<file path="config.mk">
export PLATFORM = sky130hd
export DESIGN_NAME = int2fp_encoder
export DESIGN_NICKNAME = d
export VERILOG_FILES = /design/src/rtl/fp_pkg.sv /design/src/rtl/fp_round_rne.sv /design/src/rtl/int2fp_encoder.sv
export SDC_FILE = /design/constraint.sdc
export NUM_CORES = 1
export LEC_CHECK = 0
export ABC_AREA = 1
export BUFFER_PORTS_ARGS = -buffer_cell sky130_fd_sc_hd__buf_4
export CAP_MARGIN = 20
export CORE_MARGIN = 2
export CORE_UTILIZATION = 59
export CTS_CLUSTER_SIZE = 16
export DETAILED_ROUTE_END_ITERATION = 12
export GPL_TIMING_DRIVEN = 0
export PLACE_DENSITY_LB_ADDON = 0.05
export SLEW_MARGIN = 20
export SYNTH_ARGS = -nofsm -noshare
export SYNTH_HDL_FRONTEND = slang
export SYNTH_HIERARCHICAL = 1
export SYNTH_SLANG_ARGS = --single-unit
</file>
<file path="constraint.sdc">
create_clock -name i_w_clk -period 3.26 [get_ports i_w_clk]
set_clock_uncertainty 0.15 [all_clocks]
set_input_delay 0.652 -clock i_w_clk [delete_from_list [all_inputs] [get_ports i_w_clk]]
set_output_delay 0.652 -clock i_w_clk [all_outputs]
set_load 0.1 [all_outputs]
</file>
<file path="src/rtl/fp_pkg.sv">
// Shared single-precision constants and the int->fp converter state type.
// Imported by int2fp_encoder and fp_round_rne; later FPU datapaths reuse it.
package fp_pkg;

  localparam int FP_EXP_W  = 8;
  localparam int FP_MANT_W = 23;
  localparam int FP_BIAS   = 127;

  localparam logic [31:0] FP_POS_ZERO = 32'h0000_0000;
  localparam logic [31:0] FP_ONE      = 32'h3F80_0000;

  typedef enum logic [2:0] {
    ST_IDLE,
    ST_ABS,
    ST_NORM,
    ST_ROUND,
    ST_DONE
  } int2fp_state_t;

endpackage

</file>
<file path="src/rtl/fp_round_rne.sv">
// Combinational round-to-nearest-even of a 24-bit significand.
// Ports:
//   sig_i      24-bit significand, hidden bit in [23]
//   guard_i / round_i / sticky_i   bits below the mantissa lsb
//   exp_i      biased exponent of sig_i
//   mant_o     rounded 23-bit mantissa field
//   exp_o      exponent after any rounding carry
//   inexact_o  any discarded bit was set
module fp_round_rne
  import fp_pkg::*;
(
  input  logic [FP_MANT_W:0]   sig_i,
  input  logic                 guard_i,
  input  logic                 round_i,
  input  logic                 sticky_i,
  input  logic [FP_EXP_W-1:0]  exp_i,
  output logic [FP_MANT_W-1:0] mant_o,
  output logic [FP_EXP_W-1:0]  exp_o,
  output logic                 inexact_o
);

  logic               inc;
  logic               exp_inc;
  logic [FP_MANT_W+1:0] sum;

  // Ties go to even: round up on a tie only when the lsb is odd.
  assign inc = guard_i & (round_i | sticky_i | sig_i[0]);
  assign sum = {1'b0, sig_i} + {{(FP_MANT_W+1){1'b0}}, inc};

  // Exponent bumps when the significand overflows 24 bits, or when a
  // subnormal (hidden bit clear) rounds up into the normal range.
  assign exp_inc   = sum[FP_MANT_W+1] | (~sig_i[FP_MANT_W] & sum[FP_MANT_W]);
  assign mant_o    = sum[FP_MANT_W-1:0];
  assign exp_o     = exp_i + {{(FP_EXP_W-1){1'b0}}, exp_inc};
  assign inexact_o = guard_i | round_i | sticky_i;

endmodule

</file>
<file path="src/rtl/int2fp_encoder.sv">
// Multi-cycle 32-bit integer to IEEE 754 single converter.
// Normalises one bit per cycle, rounds to nearest even.
// Parameter SIGNED_IN: 1 = two's complement input, 0 = unsigned.
// Ports:
//   i_w_clk, i_w_rst_n   clock, async active-low reset
//   i_w_int, i_w_valid   operand and its valid
//   o_w_ready            idle and able to accept an operand
//   o_w_out, o_w_valid   result and its valid (held until i_w_ready)
//   i_w_ready            downstream accepts result
//   o_w_inexact          only when INT2FP_INEXACT_EN is defined
module int2fp_encoder
  import fp_pkg::*;
#(
  parameter bit SIGNED_IN = 1'b1
) (
  input  logic        i_w_clk,
  input  logic        i_w_rst_n,
  input  logic [31:0] i_w_int,
  input  logic        i_w_valid,
  output logic        o_w_ready,
  output logic [31:0] o_w_out,
  output logic        o_w_valid,
`ifdef INT2FP_INEXACT_EN
  output logic        o_w_inexact,
`endif
  input  logic        i_w_ready
);

  int2fp_state_t        state_q, state_d;
  logic [31:0]          mag_q, mag_d;
  logic [FP_EXP_W-1:0]  exp_q, exp_d;
  logic                 sign_q, sign_d;
  logic [31:0]          out_q, out_d;
  logic [FP_MANT_W-1:0] rnd_mant;
  logic [FP_EXP_W-1:0]  rnd_exp;
`ifdef INT2FP_INEXACT_EN
  logic                 rnd_inx;
  logic                 inx_q, inx_d;
`endif

  fp_round_rne u_rnd (
    .sig_i     (mag_q[31:8]),
    .guard_i   (mag_q[7]),
    .round_i   (mag_q[6]),
    .sticky_i  (|mag_q[5:0]),
    .exp_i     (exp_q),
    .mant_o    (rnd_mant),
    .exp_o     (rnd_exp),
`ifdef INT2FP_INEXACT_EN
    .inexact_o (rnd_inx)
`else
    .inexact_o ()
`endif
  );

  always_comb begin
    state_d = state_q;
    mag_d   = mag_q;
    exp_d   = exp_q;
    sign_d  = sign_q;
    out_d   = out_q;
`ifdef INT2FP_INEXACT_EN
    inx_d   = inx_q;
`endif
    unique case (state_q)
      ST_IDLE: begin
        // The raw operand parks in mag until ABS resolves its sign.
        if (i_w_valid) begin
          mag_d   = i_w_int;
          state_d = ST_ABS;
        end
      end
      ST_ABS: begin
        sign_d  = SIGNED_IN ? mag_q[31] : 1'b0;
        // 0x80000000 negates to itself, which is the right magnitude.
        mag_d   = sign_d ? (32'd0 - mag_q) : mag_q;
        exp_d   = FP_EXP_W'(FP_BIAS + 31);
        state_d = ST_NORM;
      end
      ST_NORM: begin
        // Zero leaves from here as +0 (sign dropped) so it never reaches
        // the rounder with a meaningless exponent.
        if (mag_q == 32'd0) begin
          out_d   = FP_POS_ZERO;
`ifdef INT2FP_INEXACT_EN
          inx_d   = 1'b0;
`endif
          state_d = ST_DONE;
        end else if (mag_q[31]) begin
          state_d = ST_ROUND;
        end else begin
          mag_d = {mag_q[30:0], 1'b0};
          exp_d = exp_q - 8'd1;
        end
      end
      ST_ROUND: begin
        out_d   = {sign_q, rnd_exp, rnd_mant};
`ifdef INT2FP_INEXACT_EN
        inx_d   = rnd_inx;
`endif
        state_d = ST_DONE;
      end
      ST_DONE: begin
        if (i_w_ready) state_d = ST_IDLE;
      end
      default: state_d = ST_IDLE;
    endcase
  end

  always_ff @(posedge i_w_clk or negedge i_w_rst_n) begin
    if (!i_w_rst_n) begin
      state_q <= ST_IDLE;
      mag_q   <= '0;
      exp_q   <= '0;
      sign_q  <= 1'b0;
      out_q   <= FP_POS_ZERO;
`ifdef INT2FP_INEXACT_EN
      inx_q   <= 1'b0;
`endif
    end else begin
      state_q <= state_d;
      mag_q   <= mag_d;
      exp_q   <= exp_d;
      sign_q  <= sign_d;
      out_q   <= out_d;
`ifdef INT2FP_INEXACT_EN
      inx_q   <= inx_d;
`endif
    end
  end

  assign o_w_ready = (state_q == ST_IDLE);
  assign o_w_valid = (state_q == ST_DONE);
  assign o_w_out   = out_q;
`ifdef INT2FP_INEXACT_EN
  assign o_w_inexact = inx_q;
`endif

endmodule

</file>
==> results of run 1 <==
## routing by layer
metal	up-vias	GRT usage (%)	wire length (um)
met1	2606	39.66	6374
met2	261	52.76	7215
met5	-	0	0
met3	35	5.153	1103
met4	0	13.28	505
li1	2820	-	-
## registers in the layout (all words and copies together), names as in the netlist
register and count:
mag_q 32, o_w_out 32, exp_q 8, state_q 3, sign_q 1
## area by class of cell
type	instances	area [sq um]	share of cell area (%)
Multi-Input combinational cell	667	3163	49.79
Sequential cell	76	1902	29.94
Timing Repair Buffer	69	518.0	8.154
Inverter	74	280.3	4.412
Buffer	24	142.6	2.245
Tap cell	111	138.9	2.186
Clock buffer	9	123.9	1.950
Clock inverter	7	83.83	1.320
## worst min path at each step
stage / start / to
6_report: i_w_rst_n / exp_q[5]
5_1_grt: i_w_rst_n / exp_q[5]
4_1_cts: i_w_rst_n / exp_q[7]
3_5_place_dp: o_w_out[21] / o_w_out[21]
3_3_place_gp: o_w_out[24] / o_w_out[24]
2_1_floorplan: i_w_rst_n / exp_q[0]
## power by group through the flow
stage	logic [uW]	registers [uW]	clock network, uW
final	4820	2060	788
after floorplan	2660	2930	0
after detailed placement	4780	2050	0
after CTS	4800	2030	799
after global placement	4680	2030	0
after global routing	5300	2110	834
## critical path, delay by kind of cell, from the launching register on
family	cells	cell delay [ns]
flip-flops	1	0.47
adder cells (fa/ha/maj)	3	0.60
AND/OR/NAND/NOR	10	1.19
buffers and inverters	3	0.28
XOR/XNOR	1	0.20
## stage by stage
stage	worst slack (ns)	hold WS (ns)	cells
after floorplan	0.3151	0.2064	841
after global placement	0.4126	0.3061	1021
after detailed placement	0.3508	0.3108	1021
after CTS	0.3228	0.3176	1037
after global routing	0.07210	0.3461	1037
final	0.3024	0.2865	1037
## cell usage in the layout (no fill, tap or decap), drive strengths merged
cell / count
nor3b: 1
or2: 3
nand3: 96
and2: 2
o21ai: 35
nand4: 3
nor4: 1
clkinv: 3
o211ai: 8
ha: 5
a221oi: 1
dfrtp: 76
bufinv: 1
clkinvlp: 1
xor2: 10
inv: 76
clkbuf: 16
nand3b: 6
a32o: 1
a21oi: 10
nor2: 107
nor3: 7
buf: 86
o221ai: 2
xnor2: 13
nand2: 356
==> reports/metrics.yaml, run 1 <==
power:
  swShare_pct: 59.55
  irDropWorstVdd_v: 0.0007337
  cell_internal_pwr_uw: 3098
  leakage_uw: 0.003332
  finalPower_uw: 7659
  clkPwrFrac_pct: 10.3
  combPwrFrac_pct: 62.9
  p_seq_share_pct: 26.8
  power.net_switching_uw: 4561
  powerDensity_nw_per_um2: 1206
run:
  maxCapViolCount: 0
clock_network:
  worstSkewPairLatency_ns: 0.37
  cts_hold_buf: 0
  ctsResizeCount: 0
  cts_made_buffers: 9
  htreeDepth: 3
  numClockSinks: 76
  root_buffer: "clkbuf_8"
  cts_setup_buffers: 0
  clkTransAtPathRegs_ns: 0.09
  tritoncts: "done"
  clk_path_buf_depth: 2
setup_path:
  critical_path.endpoint: "o_w_out[29]"
  endpoint_kind: "register"
  reg2regPathDepth: 17
  critPathKind: "reg -> reg"
  cp-startpoint: "mag_q[7]"
  worstSetupStartpointType: "register"
  required_ns: 3.42
  arrival_ns: 3.12
  slowest_stage: "dfrtp_1"
  cp_slowest_stage_delay_ns: 0.47
  path_max_fanout: 7
  r2r_start: "mag_q[7]"
  r2r_end: "o_w_out[29]"
  path_cells: "nand2_1 -> inv_1 -> ha_1 -> nand3_2 -> inv_2 -> nand2_4 -> nor2_8 -> nand3_1 -> nand2_1 -> ha_1 -> ha_1 -> inv_1 -> nor2_1 -> nand3_1 -> xnor2_1 -> nand3_1 -> nand2_1"
  ff2ff_setup_slack_ns: 0.30
hold_path:
  min_path_type: "in -> async"
floorplanning:
  start_util_pct: 60.14
  coreArea_sq_um: 9109
  chipHeight_um: 100.4
  dieArea_sq_um: 10070
  die_w_um: 100.4
  io_pins: 70
  rows: 35
global_routing:
  grt_max_degree: 77
  grtUsageTotal_pct: 31.24
  grt_pass1_wl_um: 24830
  overflow: 0
  antenna_found_initial: 0
  grt_pass1_vias: 5290
synthesis:
  synth_area_per_cell_sq_um: 6.513
  synth_area_sq_um: 5478
  yosys_warnings: 6
  netlist_instances: 841
  synthesis.nets: 882
final_layout:
  antenna_cells: 0
  nFillCells: 850
  area_delta_synth_final_pct: 15.97
  fin_util_pct: 69.74
  drive_gt1_share_pct: 16.74
  postLayoutCellArea_sq_um: 6352
  layout.nets: 962
drt:
  drc_errors: 0
  avgViaCountPerCell: 5.518
  vias: 5722
  ant_nets: 0
  dr.pass1.iters: 8
  totalWireLength_um: 15200
  wire_per_inst_um: 14.66
  drtIter0Drc: 422
sta:
  drv_slew: 0
  setup_tns_ns: 0
  setup_viol: 0
  hold_viol_final: 0
  finalCriticalPeriod_ns: 2.958
  max_freq_mhz: 338.1
  rsz0062_at_grt: "false"
  maxSlewHeadroom_pct: 35.73
  finalCritPeriodShare_pct: 90.72
  tightest_slew_ns: 0.9641
run_status:
  status: "complete, no violations"
place:
  place.gp.congestion: 0.9679
  dpl.hpwl_um: 11200
  dpl_cell_area_sq_um: 6145
  port_buffers: 69
Note: power is estimated with default switching activity, not from simulation.
==> run 2: changes to the inputs <==
==> constraint.sdc (replaced) <==
create_clock -name i_w_clk -period 3.26 [get_ports i_w_clk]
set_clock_uncertainty 0.15 [all_clocks]
set_input_delay 0.326 -clock i_w_clk [delete_from_list [all_inputs] [get_ports i_w_clk]]
set_output_delay 0.326 -clock i_w_clk [all_outputs]
set_load 0.1 [all_outputs]
==> reports/metrics.yaml, run 2 (synthesis gave the netlist of run 1 again) <==
floorplanning:
  chipHeight_um: 100.4  # unchanged
  start_util_pct: 60.14  # unchanged
  rows: 35  # unchanged
  coreArea_sq_um: 9109  # unchanged
  dieArea_sq_um: 10070  # unchanged
  io_pins: 70  # unchanged
  die_w_um: 100.4  # unchanged
hold_path:
  min_path_type: "in -> reg"  # was in -> async
final_layout:
  layout.nets: 963  # was 962
  drive_gt1_share_pct: 16.72  # was 16.74%
  final_common_cell: "nand2_1"  # unchanged
  regArea_sq_um: 1902  # unchanged
  multi_input_area_sq_um: 3163  # unchanged
  area_delta_synth_final_pct: 16.15  # was 15.97%
  antenna_cells: 0  # unchanged
  layout_common_cells: "nand2_1 (342), nand3_1 (91), nor2_1 (90)"  # unchanged
  nFillCells: 846  # was 850
setup_path:
  required_ns: 3.42  # about the same
  path_buf_inv: 3  # unchanged
  path_cells: "nand2_1 -> inv_1 -> ha_1 -> nand3_2 -> inv_2 -> nand2_4 -> nor2_8 -> nand3_1 -> nand2_1 -> ha_1 -> ha_1 -> inv_1 -> nor2_1 -> nand3_1 -> xnor2_1 -> nand3_1 -> nand2_1"  # unchanged
  critPathTopFamily: "simple AND/OR/NAND/NOR gates"  # unchanged
  slowest_stage: "dfrtp_1"  # unchanged
  arrival_ns: 3.10  # was 3.12 ns
  critPathKind: "reg -> reg"  # unchanged
  endpoint_kind: "register"  # unchanged
  path_max_fanout: 7  # unchanged
  cp_slowest_stage_delay_ns: 0.47  # about the same
  worstSetupStartpointType: "register"  # unchanged
place:
  place.gp.congestion: 0.9679  # unchanged
  port_buffers: 69  # unchanged
  dpl.hpwl_um: 11200  # unchanged
drt:
  wire_per_inst_um: 14.63  # was 14.66 um
  vias: 5765  # was 5722
  drc_errors: 0  # unchanged
  avgViaCountPerCell: 5.554  # was 5.518
  totalWireLength_um: 15190  # was 15200 um
  dr.pass1.iters: 6  # was 8
  ant_nets: 0  # unchanged
  drtIter0Drc: 355  # was 422
global_routing:
  antenna_found_initial: 0  # unchanged
  grt_max_degree: 77  # unchanged
  overflow: 0  # unchanged
  grt_pass1_vias: 5317  # was 5290
  grt_pass1_wl_um: 24940  # was 24830 um
  grtUsageTotal_pct: 31.40  # was 31.24%
sta:
  max_freq_mhz: 340.3  # was 338.1 MHz
  finalCriticalPeriod_ns: 2.939  # was 2.958 ns
  maxSlewHeadroom_pct: 36.58  # was 35.73%
  setup_viol: 0  # unchanged
  hold_viol_final: 0  # unchanged
  setup_tns_ns: 0  # unchanged
  rsz0062_at_grt: "false"  # unchanged
  drv_slew: 0  # unchanged
  finalCritPeriodShare_pct: 90.14  # was 90.72%
  tightest_slew_ns: 0.9513  # was 0.9641 ns
clock_network:
  worstSkewPairLatency_ns: 0.37  # about the same
  numClockSinks: 76  # unchanged
  clkTransAtPathRegs_ns: 0.09  # about the same
  clk_path_buf_depth: 2  # unchanged
  ctsResizeCount: 0  # unchanged
  tritoncts: "done"  # unchanged
  htreeDepth: 3  # unchanged
  root_buffer: "clkbuf_8"  # unchanged
  cts_made_buffers: 9  # unchanged
run_status:
  status: "complete, no violations"  # unchanged
run:
  maxCapViolCount: 0  # unchanged
-- run 2: layer usage --
metal / wire (um) / track usage (%) / vias to the layer above / share of wire, %
met5: 0 / 0 / - / 0
met4: 552 / 13.28 / 0 / 3.6
met3: 1216 / 5.153 / 47 / 8.0
met2: 7192 / 52.97 / 274 / 47
met1: 6227 / 39.96 / 2619 / 41
li1: - / - / 2825 / -
-- run 2: area by class of cell --
class                   count  area share (%)
repair buffers             70           8.299
clock buffers               9           1.947
clock inverters             7           1.318
flip-flops and latches     76           29.89
well taps                 111           2.183
inverters                  74           4.405
multi-input cells         667           49.71
plain buffers              24           2.242
-- run 2: timing repair --
action                     4_1_cts  5_1_grt
setup endpoints to repair        0        0
hold buffers                     1        0
hold endpoints to repair        13        0
buffers inserted                 0        0
-- run 2: worst min-delay path: cells and delay by family --
kind / cells / cell delay, ns
buffers and inverters: 1 / 0.08
AOI/OAI and AO/OA: 2 / 0.16
-- run 2: path summary, 6_finish.rpt --
kind	startpoint	to	slack [ns]	cells past startpoint
worst max-delay path	mag_q[7]	o_w_out[29]	0.32	17
worst min-delay path	i_w_int[7]	mag_q[7]	0.08	3
worst max register to register	mag_q[7]	o_w_out[29]	0.32	17
worst min register to register	o_w_out[16]	o_w_out[16]	0.33	2
max in group asynchronous	i_w_rst_n	mag_q[15]	1.85	2
min in group asynchronous	i_w_rst_n	exp_q[5]	0.50	2
-- run 2: stage by stage --
stage	hold slack, ns	cell area [sq um]	cells	utilization, %	setup WS [ns]
floorplan	-0.1196	5488	841	-	0.3151
global placement	0.3061	6145	1021	67.46	0.4126
detailed placement	0.3108	6145	1021	67.46	0.3508
CTS	0.07847	6362	1038	69.85	0.3228
global route	0.08987	6362	1038	69.85	0.07216
finish	0.08474	6362	1038	69.85	0.3213
Power of run 2 is not shown: default switching activity piles up to over one toggle a cycle in this logic, so the estimate is an artifact.
